==> src/rtl/sram_arbiter_if.sv <==
// Bus bundle between the three SRAM requesters (video, CPU, loader), the
// arbiter and the external SRAM pins.
interface sram_arbiter_if;
  logic        rom_initialised;
  logic        vid_req;
  logic        cpu_req;
  logic        ldr_req;
  logic [20:0] vid_addr;
  logic [20:0] cpu_addr;
  logic [20:0] ldr_addr;
  logic        cpu_we;
  logic        ldr_we;
  logic [7:0]  cpu_wdata;
  logic [7:0]  ldr_wdata;
  logic        vid_ack;
  logic        cpu_ack;
  logic        ldr_ack;
  logic [7:0]  rdata;
  logic [20:0] sram_addr;
  logic [7:0]  sram_dout;
  logic        sram_oe;
  logic        sram_we_n;
  logic [7:0]  sram_din;

  modport master (
    output rom_initialised,
    output vid_req, cpu_req, ldr_req,
    output vid_addr, cpu_addr, ldr_addr,
    output cpu_we, ldr_we,
    output cpu_wdata, ldr_wdata,
    output sram_din,
    input  vid_ack, cpu_ack, ldr_ack,
    input  rdata,
    input  sram_addr, sram_dout, sram_oe, sram_we_n
  );

  modport slave (
    input  rom_initialised,
    input  vid_req, cpu_req, ldr_req,
    input  vid_addr, cpu_addr, ldr_addr,
    input  cpu_we, ldr_we,
    input  cpu_wdata, ldr_wdata,
    input  sram_din,
    output vid_ack, cpu_ack, ldr_ack,
    output rdata,
    output sram_addr, sram_dout, sram_oe, sram_we_n
  );
endinterface

==> src/rtl/sram_arbiter.sv <==
// Three-port fixed-priority SRAM arbiter (video > CPU > loader), all outputs registered.
// Optional loader promotion over the CPU after repeated losses: define SRAM_ARB_STARVE_GUARD_EN.
module sram_arbiter #(
  parameter int ACC_CYC      = 2,
  parameter int STARVE_LIMIT = 4
) (
  input logic           clk,
  input logic           reset,
  sram_arbiter_if.slave bus
);

  // state  | meaning
  // IDLE   | arbitrate among eligible requests, latch the winner
  // SETUP  | address driven, write strobe held inactive
  // ACCESS | ACC_CYC cycles of strobe/data phase
  // TURN   | bus released, one-cycle ack to the granted port

  typedef enum logic [1:0] {IDLE, SETUP, ACCESS, TURN} state_t;
  typedef enum logic [1:0] {P_VID, P_CPU, P_LDR, P_NONE} port_t;

  state_t      state_q, state_d;
  port_t       gnt_q, gnt_d, win;
  logic [3:0]  cnt_q, cnt_d;
  logic        we_q, we_d;
  logic [20:0] addr_q, addr_d;
  logic [7:0]  dout_q, dout_d;
  logic [7:0]  rdata_q, rdata_d;
  logic        oe_q, oe_d;
  logic        we_n_q, we_n_d;
  logic [2:0]  ack_q, ack_d;
  logic        elig_vid, elig_cpu, elig_ldr;
  logic        promote;

  assign elig_vid = bus.rom_initialised & bus.vid_req;
  assign elig_cpu = bus.rom_initialised & bus.cpu_req;
  assign elig_ldr = bus.ldr_req;

`ifdef SRAM_ARB_STARVE_GUARD_EN
  logic [3:0] starve_q, starve_d;
  assign promote = (starve_q == 4'(STARVE_LIMIT));
`else
  assign promote = 1'b0;
`endif

  // Promotion lets the loader jump the CPU only; video always keeps top priority.
  always_comb begin
    win = P_NONE;
    if (elig_vid)
      win = P_VID;
    else if (elig_ldr && promote)
      win = P_LDR;
    else if (elig_cpu)
      win = P_CPU;
    else if (elig_ldr)
      win = P_LDR;
  end

  always_comb begin
    state_d = state_q;
    gnt_d   = gnt_q;
    cnt_d   = cnt_q;
    we_d    = we_q;
    addr_d  = addr_q;
    dout_d  = dout_q;
    rdata_d = rdata_q;
    oe_d    = 1'b0;
    we_n_d  = 1'b1;
    ack_d   = 3'b000;
`ifdef SRAM_ARB_STARVE_GUARD_EN
    starve_d = starve_q;
`endif
    case (state_q)
      IDLE: begin
        if (win != P_NONE) begin
          state_d = SETUP;
          gnt_d   = win;
          case (win)
            P_VID: begin
              addr_d = bus.vid_addr;
              we_d   = 1'b0;
            end
            P_CPU: begin
              addr_d = bus.cpu_addr;
              we_d   = bus.cpu_we;
              dout_d = bus.cpu_wdata;
            end
            default: begin
              addr_d = bus.ldr_addr;
              we_d   = bus.ldr_we;
              dout_d = bus.ldr_wdata;
            end
          endcase
          oe_d = we_d;
        end
`ifdef SRAM_ARB_STARVE_GUARD_EN
        if (win == P_LDR)
          starve_d = 4'd0;
        else if (win == P_CPU && elig_ldr)
          starve_d = starve_q + 4'd1;
`endif
      end
      SETUP: begin
        state_d = ACCESS;
        cnt_d   = 4'(ACC_CYC - 1);
        we_n_d  = ~we_q;
        oe_d    = we_q;
      end
      ACCESS: begin
        if (cnt_q == 4'd0) begin
          state_d = TURN;
          case (gnt_q)
            P_VID:   ack_d = 3'b001;
            P_CPU:   ack_d = 3'b010;
            P_LDR:   ack_d = 3'b100;
            default: ack_d = 3'b000;
          endcase
          if (!we_q)
            rdata_d = bus.sram_din;
        end else begin
          cnt_d  = cnt_q - 4'd1;
          we_n_d = ~we_q;
          oe_d   = we_q;
        end
      end
      TURN:    state_d = IDLE;
      default: state_d = IDLE;
    endcase
  end

  always_ff @(posedge clk) begin
    if (reset) begin
      state_q <= IDLE;
      gnt_q   <= P_NONE;
      cnt_q   <= 4'd0;
      we_q    <= 1'b0;
      addr_q  <= 21'd0;
      dout_q  <= 8'd0;
      rdata_q <= 8'd0;
      oe_q    <= 1'b0;
      we_n_q  <= 1'b1;
      ack_q   <= 3'b000;
    end else begin
      state_q <= state_d;
      gnt_q   <= gnt_d;
      cnt_q   <= cnt_d;
      we_q    <= we_d;
      addr_q  <= addr_d;
      dout_q  <= dout_d;
      rdata_q <= rdata_d;
      oe_q    <= oe_d;
      we_n_q  <= we_n_d;
      ack_q   <= ack_d;
    end
  end

`ifdef SRAM_ARB_STARVE_GUARD_EN
  always_ff @(posedge clk) begin
    if (reset)
      starve_q <= 4'd0;
    else
      starve_q <= starve_d;
  end
`endif

  assign bus.vid_ack   = ack_q[0];
  assign bus.cpu_ack   = ack_q[1];
  assign bus.ldr_ack   = ack_q[2];
  assign bus.rdata     = rdata_q;
  assign bus.sram_addr = addr_q;
  assign bus.sram_dout = dout_q;
  assign bus.sram_oe   = oe_q;
  assign bus.sram_we_n = we_n_q;

endmodule

==> src/flat_wrapper.sv <==
// flat-port wrapper written by rule: the top's interface ports become plain ports
module sram_arbiter_flat 
#(
  parameter int ACC_CYC      = 2,
  parameter int STARVE_LIMIT = 4
)
  (clk, reset, bus_rom_initialised, bus_vid_req, bus_cpu_req, bus_ldr_req, bus_vid_addr, bus_cpu_addr, bus_ldr_addr, bus_cpu_we, bus_ldr_we, bus_cpu_wdata, bus_ldr_wdata, bus_sram_din, bus_vid_ack, bus_cpu_ack, bus_ldr_ack, bus_rdata, bus_sram_addr, bus_sram_dout, bus_sram_oe, bus_sram_we_n);
  sram_arbiter_if bus_i ();
  input logic clk;
  input logic reset;
  input wire logic [$bits(bus_i.rom_initialised)-1:0] bus_rom_initialised;
  input wire logic [$bits(bus_i.vid_req)-1:0] bus_vid_req;
  input wire logic [$bits(bus_i.cpu_req)-1:0] bus_cpu_req;
  input wire logic [$bits(bus_i.ldr_req)-1:0] bus_ldr_req;
  input wire logic [$bits(bus_i.vid_addr)-1:0] bus_vid_addr;
  input wire logic [$bits(bus_i.cpu_addr)-1:0] bus_cpu_addr;
  input wire logic [$bits(bus_i.ldr_addr)-1:0] bus_ldr_addr;
  input wire logic [$bits(bus_i.cpu_we)-1:0] bus_cpu_we;
  input wire logic [$bits(bus_i.ldr_we)-1:0] bus_ldr_we;
  input wire logic [$bits(bus_i.cpu_wdata)-1:0] bus_cpu_wdata;
  input wire logic [$bits(bus_i.ldr_wdata)-1:0] bus_ldr_wdata;
  input wire logic [$bits(bus_i.sram_din)-1:0] bus_sram_din;
  output wire logic [$bits(bus_i.vid_ack)-1:0] bus_vid_ack;
  output wire logic [$bits(bus_i.cpu_ack)-1:0] bus_cpu_ack;
  output wire logic [$bits(bus_i.ldr_ack)-1:0] bus_ldr_ack;
  output wire logic [$bits(bus_i.rdata)-1:0] bus_rdata;
  output wire logic [$bits(bus_i.sram_addr)-1:0] bus_sram_addr;
  output wire logic [$bits(bus_i.sram_dout)-1:0] bus_sram_dout;
  output wire logic [$bits(bus_i.sram_oe)-1:0] bus_sram_oe;
  output wire logic [$bits(bus_i.sram_we_n)-1:0] bus_sram_we_n;
  assign bus_i.rom_initialised = bus_rom_initialised;
  assign bus_i.vid_req = bus_vid_req;
  assign bus_i.cpu_req = bus_cpu_req;
  assign bus_i.ldr_req = bus_ldr_req;
  assign bus_i.vid_addr = bus_vid_addr;
  assign bus_i.cpu_addr = bus_cpu_addr;
  assign bus_i.ldr_addr = bus_ldr_addr;
  assign bus_i.cpu_we = bus_cpu_we;
  assign bus_i.ldr_we = bus_ldr_we;
  assign bus_i.cpu_wdata = bus_cpu_wdata;
  assign bus_i.ldr_wdata = bus_ldr_wdata;
  assign bus_i.sram_din = bus_sram_din;
  assign bus_vid_ack = bus_i.vid_ack;
  assign bus_cpu_ack = bus_i.cpu_ack;
  assign bus_ldr_ack = bus_i.ldr_ack;
  assign bus_rdata = bus_i.rdata;
  assign bus_sram_addr = bus_i.sram_addr;
  assign bus_sram_dout = bus_i.sram_dout;
  assign bus_sram_oe = bus_i.sram_oe;
  assign bus_sram_we_n = bus_i.sram_we_n;
  sram_arbiter #(.ACC_CYC(ACC_CYC), .STARVE_LIMIT(STARVE_LIMIT)) u_core (.clk(clk), .reset(reset), .bus(bus_i));
endmodule
==> config.mk <==
export PLATFORM = sky130hd
export DESIGN_NAME = sram_arbiter_flat
export DESIGN_NICKNAME = d
export VERILOG_FILES = /design/src/rtl/sram_arbiter_if.sv /design/src/rtl/sram_arbiter.sv /design/src/flat_wrapper.sv
export SDC_FILE = /design/constraint.sdc
export NUM_CORES = 1
export LEC_CHECK = 0
export ABC_AREA = 1
export BUFFER_PORTS_ARGS = -buffer_cell sky130_fd_sc_hd__buf_4
export CAP_MARGIN = 20
export CORE_MARGIN = 2
export CORE_UTILIZATION = 30
export CTS_BUF_LIST = sky130_fd_sc_hd__clkbuf_16
export DETAILED_ROUTE_END_ITERATION = 10
export PLACE_DENSITY = 0.59
export SLEW_MARGIN = 20
export SYNTH_ARGS = -nofsm -noshare
export SYNTH_HDL_FRONTEND = slang
export SYNTH_SLANG_ARGS = --single-unit
==> constraint.sdc <==
create_clock -name clk -period 1.6 [get_ports clk]
set_clock_uncertainty 0.2 [all_clocks]
set_input_delay 0.32 -clock clk [delete_from_list [all_inputs] [get_ports clk]]
set_output_delay 0.32 -clock clk [all_outputs]
set_load 0.05 [all_outputs]
# [Word-level counts from Yosys, hierarchy flattened]
# Index checks and enable logic that the tools add are counted.
[op_classes] n_addsub=1 eq_ne=10 muxes=17 n_bitwise=6 n_reduce_logical=11
[op_table] op="case mux 21 bit (2 select lines)" count=1
[op_table] op="case mux 8 bit (2 select lines)" count=1
[op_table] op="case mux 3 bit (3 select lines)" count=1
[op_table] op="2-to-1 mux 2 bit" count=4
[op_table] op="case mux 2 bit (4 select lines)" count=1
[op_table] op="case mux 4 bit (2 select lines)" count=1
[op_table] op="equality test 2 x 1 -> 1 bit (second input constant)" count=3
[op_table] op="equality test 2 bit (second input constant)" count=3
[op_table] op="logical NOT 2 bit" count=3
[op_table] op="AND reduction 2 bit" count=3
[op_table] op="AND reduction 3 bit" count=2
[op_table] op="logical NOT 4 bit" count=1
[op_table] op="2-to-1 mux 1 bit" count=4
[op_table] op="2-to-1 mux 4 bit" count=1
[op_table] op="!= test 2 x 1 -> 1 bit (second input constant)" count=2
[op_table] op="!= test 2 bit (second input constant)" count=2
[op_table] op="inverter 1 bit" count=4
[op_table] op="case mux 1 bit (2 select lines)" count=2
[op_table] op="subtractor 4 x 1 -> 4 bit (second input constant)" count=1
[op_table] op="case mux 1 bit (3 select lines)" count=1
[op_table] op="OR reduction 3 bit" count=1
[op_table] op="bitwise AND 1 bit" count=2
[op_table] op="nonzero test 2 bit" count=1
[totals] ff_bits=51 in_bits=95 out_inout_bits=42 word_cells=55

# [Depth between registers and ports, before layout]
[logic_depth] depth_word=7 ltp_mapped=7 depth_no_buf=7

# [Worst setup path before layout]
# OpenSTA, ideal clock, no wires.
[synth_timing] path_type="register to register" from="reg u_core.state_q[0]" to="reg u_core.rdata_q[0] (netlist: u_core.bus.rdata[0])" t_arrival_ns=1.168 path_slack_ns=0.114 path_stages_with_launch=7 path_cell_list="dfxtp_1 inv_1 ha_1 nand3_2 buf_2 nor3_1 nor2_1"
[synth_via] elab_chain_len=2
[synth_rtl] item="start: declaration" line="sram_arbiter.sv:21" text="state_t state_q, state_d;"
[synth_rtl] item="start signal: assignment" line="sram_arbiter.sv:143" text="state_q <= state_d;"
[synth_rtl] item="equality test 2 bit" line="sram_arbiter.sv:72" text="case (state_q)"
[synth_rtl] item="AND reduction 3 bit (no line)"
[synth_rtl] item="end signal: assignment" line="sram_arbiter.sv:149" text="rdata_q <= rdata_d;"
[synth_rtl] item="end: declaration" line="sram_arbiter.sv:27" text="logic [7:0] rdata_q, rdata_d;"
# No other way between the ends.
# A chain may end at the register's enable or synchronous reset.

# [Worst setup path after layout]
[layout_timing] from="reg u_core.state_q[0]" to="reg u_core.rdata_q[2] (netlist: u_core.bus.rdata[2])"
# The elaborated chain is that of the path after synthesis.

==> flow_summary.yaml <==
outcome:
  status: "finished clean"
yosys:
  synth_edf_count: 0
  yosys_warnings: 0
  avgSynthCellArea_sq_um: 6.336
  synthesis.area_sq_mm: 0.002775
  ys.flop_type: "dfxtp_1"
  yosys-top-cells-count: "nand2_1, nor2_1, dfxtp_1, nand3_1, inv_1"
  yosysMostFrequentCell: "nand2_1"
  synth_cells: 438
  synth_nets: 540
  synth.distinct_cells: 23
  yosysSeqAreaShare_pct: 36.79
  synth_top_area_cell: "dfxtp_1"
  netlist_top_cells_area: "dfxtp_1, nand2_1, nor2_1, nand3_1, inv_1"
  netlist.area_leader.share_pct: 36.79
  synth_seq_cells: 51
  async_reset_ff_share_pct: 0
min_path:
  hp-start: "bus_sram_din[6]"
  hold_depth: 3
  hp-class: "input pin to flop"
clock_tree:
  hold_buffers: 0
  cts_tree: "yes"
  cts_buffers: 5
  cts_num_sinks: 51
  clkTransAtPathRegs_ps: 70
  root_buffer: "clkbuf_16"
  clockBufferDepth: 2
  htreeDepth: 2
  worstSkewPairLatency_ps: 280
  cts_setup_buffers: 0
layout:
  diodes: 0
  drive_gt1_share_pct: 29.91
  fin_area_sq_mm: 0.004155
  fin_nets: 676
  multi_input_comb_area_sq_mm: 0.001499
  num-fill-cells: 952
  seq_area_sq_mm: 0.001021
  area_growth_pct: 49.73
placed_design:
  pre_cts_ws_ps: 20.97
  dpl_cell_area_sq_mm: 0.003944
  globalplace.congestion: 0.7537
  port_buffers: 136
  hpwl_microns: 6179
worst_setup_path:
  critical_path.top_delay_family: "flip-flops"
  cp_max_fo: 9
  worstSetupEndpointType: "flop"
  path_buf_inv: 2
  path_cells: "inv_2 -> ha_2 -> nand3_4 -> buf_4 -> nor3_1 -> nor2_1"
  crit_start: "u_core.state_q[0]"
  crit_required_ps: 1580
  start_kind: "flop"
  r2r_cells: 6
  crit-reg2reg-launch: "u_core.state_q[0]"
  path_class: "flop to flop"
  arrival_ps: 1510
  cpMaxStageDelayCell: "dfxtp_1"
  slowest_delay_ps: 350
  cp.depth: 6
  regToRegSetupSlack_ps: 70
timing:
  setup_slack_ps: 71.10
  max_slew_margin_pct: 83.53
  period_minus_slack_ps: 1529
  fin_crit_sh_pct: 95.56
  max_freq_mhz: 654.1
  setup_tns_ps: 0
  timing.final.hold_violations: 0
  setup_viol: 0
  worst_slew_pin_slew_ps: 246.8
  fin_hold_ws_ps: 63.27
  slew_violations: 0
detailed_routing:
  drt_pass1_iterations: 4
  wl_met2_microns: 4243
  drt-initial-drc-count: 94
  met1Wirelength_microns: 3408
  wl_met3_microns: 381
  vias_per_cell: 4.429
  wl_per_cell_microns: 11.84
  wl_microns: 8123
  drc: 0
  vias: 3038
  top_layer_used: "met4"
  drtAntennaViolNets: 0
pwr:
  total_power_uw: 7108
  p_per_area_mw_per_mm2: 1711
  power.leakage_uw: 0.002173
  ir_drop_mv: 0.7932
die:
  die_y_microns: 100.2
  core_area_sq_mm: 0.009109
  rows: 35
  die-width_microns: 100.2
  pin_count: 137
  dieArea_sq_mm: 0.01004
  start_util_pct: 30.47
grt:
  grt_max_degree: 29
  grt_pass1_vias: 2914
  gr-usage-all-layers_pct: 15.92
  overflow: 0
  antenna_found_initial: 0
  grt_first_pass_wirelength_microns: 12970
flow_run:
  maxCapViolations: 0
## timing repair
action	in CTS	in global routing
endpoints found under the setup margin	0	39
hold endpoints to repair	0	0
resized for setup	0	10
## cell usage in the layout (no fill, tap or decap), types with 2 or more instances in the layout
| cell | synthesis | layout |
|---|---|---|
| nand2_1 | 147 | 147 |
| buf_4 | 5 | 147 |
| nor2_1 | 77 | 76 |
| dfxtp_1 | 51 | 51 |
| nand3_1 | 47 | 47 |
| inv_1 | 44 | 43 |
| nor3_1 | 10 | 10 |
| o21ai_0 | 8 | 8 |
| a21oi_1 | 8 | 8 |
| nand4_1 | 5 | 5 |
| clkbuf_16 | 0 | 5 |
| ha_1 | 7 | 4 |
| nand3_4 | 2 | 3 |
| nand2_4 | 3 | 3 |
| buf_12 | 0 | 3 |
| nor2_4 | 1 | 2 |
| clkinv_1 | 1 | 2 |
| ha_4 | 0 | 2 |
## tightest hold or removal path, delay by kind of cell
family	cells	cell delay, ps
AND/OR/NAND/NOR	2	120
buffers and inverters	1	80
## per-stage QoR
step / utilization (%) / std cells
final: 45.62 / 686
after global routing: 45.62 / 686
after CTS: 45.10 / 686
after detailed placement: 43.30 / 678
after global placement: 43.30 / 678
after floorplan: - / 438
## layer usage
layer,global-route usage (%),up-vias
li1,-,1621
met5,0,-
met2,30.36,67
met3,2.089,6
met4,5.374,0
met1,18.08,1344
## state kept, by name, summed over array words and instances, names as in the netlist
register	count
u_core.state_q	2
u_core.we_q	1
u_core.bus.rdata	8
u_core.gnt_q	2
u_core.cnt_q	4
u_core.bus.sram_addr	21
u_core.bus.sram_oe	1
u_core.ack_q	3
u_core.bus.sram_dout	8
u_core.bus.sram_we_n	1
## report_power, final
group	total (uW)	leakage [uW]	switching (uW)	internal, uW
clock	1180	0.0000812	454	730
sequential	1940	0.000420	243	1700
combinational	3980	0.00167	2590	1390
## final cells by class
type,instances,area share [%]
Tap cell,111,3.342
Timing Repair Buffer,150,28.00
Inverter,45,4.065
Sequential cell,51,24.57
Clock buffer,5,3.011
Multi-Input combinational cell,321,36.07
Clock inverter,3,0.9335
## logic make-up (layout without fill, tap and decap cells)
logic type | Yosys count | after routing | share of synthesized area (%)
adders and majority gates | 7 | 7 | 3.156
DFF | 51 | 51 | 36.79
buffers and inverters | 66 | 203 | 10.91
and+or+nand+nor | 297 | 297 | 45.94
AOI/OAI and AO/OA | 17 | 17 | 3.201
## path summary, 6_finish.rpt
path                         end
min          u_core.bus.rdata[6]
min reg2reg      u_core.cnt_q[1]
max          u_core.bus.rdata[2]
max reg2reg  u_core.bus.rdata[2]
(Power assumes the default switching activity.)
